===== src/rtl/hazard_fwd_ctrl.sv =====
// hazard_fwd_ctrl: forwarding selects, load-use stall and branch flush for the fewcore pipeline.
// Define HAZARD_STATS_EN to enable the stall/flush cycle counters.
module hazard_fwd_ctrl #(
  parameter int REG_ADDR_W   = 5,
  parameter int FWD_STAGES   = 2,
  parameter int LOAD_LAT     = 1,
  parameter int FLUSH_CYCLES = 1,
  parameter int SEL_W        = $clog2(FWD_STAGES + 1)
) (
  input  logic                  clk,
  input  logic                  reset,
  input  logic                  id_valid,
  input  logic [REG_ADDR_W-1:0] id_rs1,
  input  logic [REG_ADDR_W-1:0] id_rs2,
  input  logic [REG_ADDR_W-1:0] id_rd,
  input  logic                  id_we,
  input  logic                  id_is_load,
  input  logic                  ex_branch_taken,
  output logic [SEL_W-1:0]      fwd_sel_rs1,
  output logic [SEL_W-1:0]      fwd_sel_rs2,
  output logic                  stall,
  output logic                  flush,
  output logic                  issue,
  output logic [31:0]           stall_count,
  output logic [31:0]           flush_count
);
  localparam int FC_W = FLUSH_CYCLES > 1 ? $clog2(FLUSH_CYCLES) : 1;
  logic [FWD_STAGES:1]   v_q, we_q, ld_q;
  logic [REG_ADDR_W-1:0] rd_q [FWD_STAGES:1];
  logic [FC_W-1:0]       fcnt_q, fcnt_d;
  logic [SEL_W-1:0]      sel1, sel2;
  logic                  stall_raw, flush_int, stall_int, issue_int;
  // Walk oldest to youngest so the youngest matching producer is the last write.
  always_comb begin
    sel1 = '0;
    sel2 = '0;
    stall_raw = 1'b0;
    for (int k = FWD_STAGES; k >= 1; k--) begin
      if (v_q[k] && we_q[k] && rd_q[k] == id_rs1 && id_rs1 != '0) sel1 = SEL_W'(k);
      if (v_q[k] && we_q[k] && rd_q[k] == id_rs2 && id_rs2 != '0) sel2 = SEL_W'(k);
    end
    for (int k = 1; k <= LOAD_LAT; k++)
      if (id_valid && v_q[k] && we_q[k] && ld_q[k] &&
          ((rd_q[k] == id_rs1 && id_rs1 != '0) || (rd_q[k] == id_rs2 && id_rs2 != '0)))
        stall_raw = 1'b1;
  end
  always_comb begin
    flush_int = ex_branch_taken | (fcnt_q != '0);
    stall_int = stall_raw & ~flush_int;
    issue_int = id_valid & ~stall_int & ~flush_int;
    fcnt_d = ex_branch_taken ? FC_W'(FLUSH_CYCLES - 1) : (fcnt_q != '0) ? fcnt_q - 1'b1 : fcnt_q;
  end
  always_ff @(posedge clk) begin
    if (reset) begin
      v_q    <= '0;
      we_q   <= '0;
      ld_q   <= '0;
      fcnt_q <= '0;
      for (int k = 1; k <= FWD_STAGES; k++) rd_q[k] <= '0;
    end else begin
      for (int k = FWD_STAGES; k >= 2; k--) begin
        v_q[k]  <= v_q[k-1];
        we_q[k] <= we_q[k-1];
        ld_q[k] <= ld_q[k-1];
        rd_q[k] <= rd_q[k-1];
      end
      v_q[1]  <= issue_int;
      we_q[1] <= id_we;
      ld_q[1] <= id_is_load;
      rd_q[1] <= id_rd;
      fcnt_q  <= fcnt_d;
    end
  end
  assign fwd_sel_rs1 = reset ? '0 : sel1;
  assign fwd_sel_rs2 = reset ? '0 : sel2;
  assign stall       = ~reset & stall_int;
  assign flush       = ~reset & flush_int;
  assign issue       = ~reset & issue_int;
`ifdef HAZARD_STATS_EN
  logic [31:0] sc_q, fc_q;
  always_ff @(posedge clk) begin
    if (reset) begin
      sc_q <= '0;
      fc_q <= '0;
    end else begin
      sc_q <= sc_q + {31'd0, stall_int};
      fc_q <= fc_q + {31'd0, flush_int};
    end
  end
  assign stall_count = reset ? '0 : sc_q;
  assign flush_count = reset ? '0 : fc_q;
`else
  assign stall_count = '0;
  assign flush_count = '0;
`endif
endmodule


===== config.mk =====
export PLATFORM = sky130hd
export DESIGN_NAME = hazard_fwd_ctrl
export DESIGN_NICKNAME = d
export VERILOG_FILES = /design/src/rtl/hazard_fwd_ctrl.sv
export SDC_FILE = /design/constraint.sdc
export NUM_CORES = 1
export LEC_CHECK = 0
export ABC_CLOCK_PERIOD_IN_PS = 2280
export BUFFER_PORTS_ARGS = -buffer_cell sky130_fd_sc_hd__buf_2
export CAP_MARGIN = 20
export CORE_MARGIN = 4
export CORE_UTILIZATION = 28
export DETAILED_ROUTE_END_ITERATION = 10
export GPL_TIMING_DRIVEN = 1
export PLACE_DENSITY = 0.7
export SYNTH_ARGS = -nofsm -noshare
export SYNTH_HDL_FRONTEND = slang
export SYNTH_SLANG_ARGS = --single-unit
export TNS_END_PERCENT = 20

===== constraint.sdc =====
create_clock -name clk -period 2.28 [get_ports clk]
set_input_delay 0.342 -clock clk [delete_from_list [all_inputs] [get_ports clk]]
set_output_delay 0.342 -clock clk [all_outputs]
set_load 0.01 [all_outputs]

Word level (Yosys, flattened, before mapping)
Memory sizes are Yosys's and may differ from the RTL's.
Cells that the tools add are included.
{ "totals": {"regBits": 6, "mem_bits_rw": 10, "in_bits": 21, "out_inout_bits": 71, "wordCells": 55, "n_memories": 1} }
{ "op_classes": {"add_sub_neg": 1, "n_eq_ne": 4, "muxes": 12, "n_bitwise": 13, "n_reduce_logical": 20} }
{ "memory_table": {"columns": ["name", "words", "word_bits", "rd", "rd_ports_with_merged_regs", "write_ports", "line", "rtl"], "rows": [
  ["rd_q", 2, 5, 2, 0, 2, "29", "logic [REG_ADDR_W-1:0] rd_q [FWD_STAGES:1];"]
]} }
{ "ops": {"columns": ["operator", "count"], "rows": [
  ["$eq A5 B5 Y1", 4],
  ["$logic_and A1 B1 Y1", 16],
  ["$mux W2", 6],
  ["$mux W5", 2],
  ["$reduce_bool A5 Y1", 2],
  ["$and A1 B1 Y1", 6],
  ["$mux W1", 4],
  ["$not A1 Y1", 4],
  ["$or A1 B1 Y1", 3],
  ["$reduce_or A3 Y1", 1],
  ["$logic_or A1 B1 Y1", 1],
  ["$sub A1 B1 Y1 const B", 1]
]} }

Depth between registers and ports, before layout
An unclocked memory read counts as a cell.
{ "logic_depth": {"word_depth": 11, "ltp_mapped": 5} }

Least setup slack after synthesis
Ideal clock, no wire load.
{ "synth_timing": {"path_type": "input to output", "start": "input port id_rs2[3]", "end": "output port fwd_sel_rs2[0]", "t_arrival_ns": 1.106, "path_slack_ns": 0.832, "stages": 4, "path_buffers": 0, "path_cell_list": "xor2_1 nor3_2 nand4_2 nor3_1"} }
{ "synth_via": {"elab_chain_len": 5} }
{ "synth_rtl": {"columns": ["item", "line", "rtl"], "rows": [
  ["from (decl)", "14", "input logic [REG_ADDR_W-1:0] id_rs2,"],
  ["$eq A5 B5 Y1", "40", "if (v_q[k] && we_q[k] && rd_q[k] == id_rs2 && id_rs2 != '0) sel2 = SEL_W'(k);"],
  ["$logic_and A1 B1 Y1", "40", null],
  ["$logic_and A1 B1 Y1 (*)", "40", null],
  ["$mux W2 (*)", "40", null],
  ["$mux W2 (*)", "75", "assign fwd_sel_rs2 = reset ? '0 : sel2;"],
  ["to (decl)", "20", "output logic [SEL_W-1:0] fwd_sel_rs2,"]
]} }
Every way passes the cells marked *; elsewhere a longest branch is shown, timed or not.

==> results_dict.tcl <==
set metrics [dict create \
    status "finished clean" \
    pwr-share-seq_pct 48.1 \
    stdcell_count 230 \
    vias 794 \
    root_buffer "clkbuf_8" \
    rsz0062_at_grt "false" \
    fin_crit_sh_pct 82.0 \
    ant_nets 0 \
    drtIter0Drc 9 \
    intPower_uw 449 \
    synth-seq-area-share_pct 25.3 \
    period_needed_ns 1.87 \
    yosysWarnings 0 \
    synth_area_leaders "buf_4 (39%), dfxtp_1 (25%), xor2_1 (9.7%)" \
    synth_area_leader_cell "buf_4" \
    gp_congestion 0.730 \
    routed_wl_um 2060 \
    finalHoldViolations 0 \
    num-fill-cells 470 \
    num_io_pins 92 \
    cts_buffers 3 \
    cts_num_sinks 16 \
    ir_worst_vdd_mv 0.369 \
    ys_types 17 \
    io_buffers 27 \
    skew_ns 0.000692 \
    cp-end-kind "output pin" \
    die_area_mm2 0.00565 \
    nets 201 \
    synthFlopType "dfxtp_1" \
    clk_path_buf_depth 2 \
    leakagePower_nw 0.635 \
    multiInputGateArea_um2 692 \
    grt_pass1_vias 693 \
    core-area_mm2 0.00435 \
    synthArstFlopShare_pct 0 \
    antenna_found_initial 0 \
    pwr-share-clk_pct 31.6 \
    cp.arrival_ns 1.53 \
    dp_hpwl_um 1860 \
    wl_per_cell_um 8.96 \
    first_pass_iters 2 \
    avgSynthCellArea_um2 8.42 \
    insertedDiodeCount 0 \
    p_per_area_mw_per_mm2 502 \
    initial_core_util_pct 29.0 \
    placed_cells 227 \
    cts.clk_slew.worst_paths_ns 0.05 \
    area_growth_pct -0.792 \
    switchingPower_uw 180 \
    maxSlewViolCount 0 \
    fmax_mhz 535 \
    critPathRequiredTime_ns 1.94 \
    setup_tns_ns 0 \
    crit_fanout 4 \
    clock_latency_ns 0.24 \
    setup_viol 0 \
    std_cell_rows 24 \
    synth-seq-cells 16 \
    grtUsageTotal_pct 7.09 \
    post_cts_buffers 0 \
    regArea_um2 320 \
    synth_area_mm2 0.00126 \
    cp-start-kind "flop" \
    drive_gt1_share_pct 20.2 \
    synth_edf_count 0 \
    cts_tree "done" \
    die_h_um 75.2 \
    grt_max_degree 22 \
    grt_remaining_overflow 0 \
    yosysMostFrequentCell "buf_4" \
    hp-class "in -> reg" \
    die_w_um 75.2 \
    worst_hold_slack_ns 0.304 \
    max_cap_violations 0 \
    yosys.area.top_type_share_pct 38.6 \
    post_cts_resize_count 0 \
    synth_common_cells "buf_4 (65), dfxtp_1 (16), nor2b_1 (14), xor2_1 (14), nor2_1 (9)" \
    grt_pass1_wl_um 3060 \
    synthCells 150 \
    cts_hold_buf 0 \
    power_frac_comb_pct 20.3 \
    p_sw_share_pct 28.6 \
    viasPerCell 3.45 \
    cts_max_level 1 \
    critPathKind "reg -> out" \
    drcViolationCount 0 \
]
-- worst paths after layout --
kind	cells past startpoint	slack, ns	startpoint	to
hold reg to reg	1	0.48	v_q[1]$_SDFF_PP0_	v_q[2]$_SDFF_PP0_
hold / removal	2	0.30	id_rd[1]	rd_q[1][1]$_SDFF_PP0_
setup reg to reg	5	1.02	rd_q[1][3]$_SDFF_PP0_	v_q[1]$_SDFF_PP0_
setup / recovery	6	0.41	rd_q[1][3]$_SDFF_PP0_	issue
-- state kept, by name, indices dropped and copies added (netlist names) --
signal and cells:
fcnt_q 1, ld_q 1, rd_q 10, v_q 2, we_q 2
-- cells in the final DEF, fill, tap and decap left out --
cell | synthesis | routed
a21oi_1 | 1 | 1
a21oi_2 | 1 | 1
buf_2 | 0 | 27
clkbuf_8 | 0 | 3
conb_1 | 1 | 65
dfxtp_1 | 16 | 16
nand2_1 | 6 | 6
nand3_1 | 1 | 1
nand4_1 | 2 | 2
nand4_2 | 2 | 2
nor2_1 | 9 | 9
nor2b_1 | 14 | 14
nor3_1 | 6 | 6
nor3_2 | 3 | 3
nor4_1 | 2 | 2
xnor2_1 | 6 | 6
xor2_1 | 14 | 14
-- cell type report --
type                       instances  share of cell area [%]
multi-input combinational        132                    55.2
clock buffer                       3                    3.29
timing repair buffer              27                    10.8
tap                               52                    5.19
sequential                        16                    25.5
-- cell families (layout without fill, tap and decap cells) --
family	Yosys count	in the layout	share of synthesized area [%]
simple gates	45	45	20.5
compound gates	2	2	1.09
other cells	1	65	0.297
buf+inv	66	30	38.9
flops	16	16	25.3
xor+xnor	20	20	13.9
-- per-stage QoR --
stage | utilization [%] | instance area, um^2 | setup WS (ns) | total power [mW]
after floorplan | - | 1500 | 0.832 | 0.483
after global placement | 27.8 | 1210 | 0.529 | 0.431
after detailed placement | 27.8 | 1210 | 0.527 | 0.435
after CTS | 28.8 | 1250 | 0.383 | 0.636
after global routing | 28.8 | 1250 | 0.311 | 0.669
final | 28.8 | 1250 | 0.410 | 0.629
-- layer usage --
layer / vias to the layer above / part of all wire [%] / track usage, %
met4: 0 / 1.4 / 3.50
met2: 61 / 49 / 12.5
met5: - / 0 / 0
met3: 3 / 17 / 1.87
met1: 330 / 33 / 7.85
li1: 400 / - / -
-- critical path, cell delays in order, from the launching register on --
cell,delay [ns]
dfxtp_1,0.34
xor2_1,0.17
nor3_2,0.20
nand4_2,0.17
a21oi_2,0.19
nor3_1,0.06
buf_2,0.15
-- power by group through the flow --
stage | combinational (mW) | clock [mW] | sequential, mW
2_1_floorplan | 0.176 | 0 | 0.306
3_3_place_gp | 0.123 | 0 | 0.308
3_5_place_dp | 0.126 | 0 | 0.309
4_1_cts | 0.126 | 0.207 | 0.303
5_1_grt | 0.147 | 0.218 | 0.304
6_report | 0.128 | 0.199 | 0.302
No activity file was read; power rests on OpenSTA's default activity.
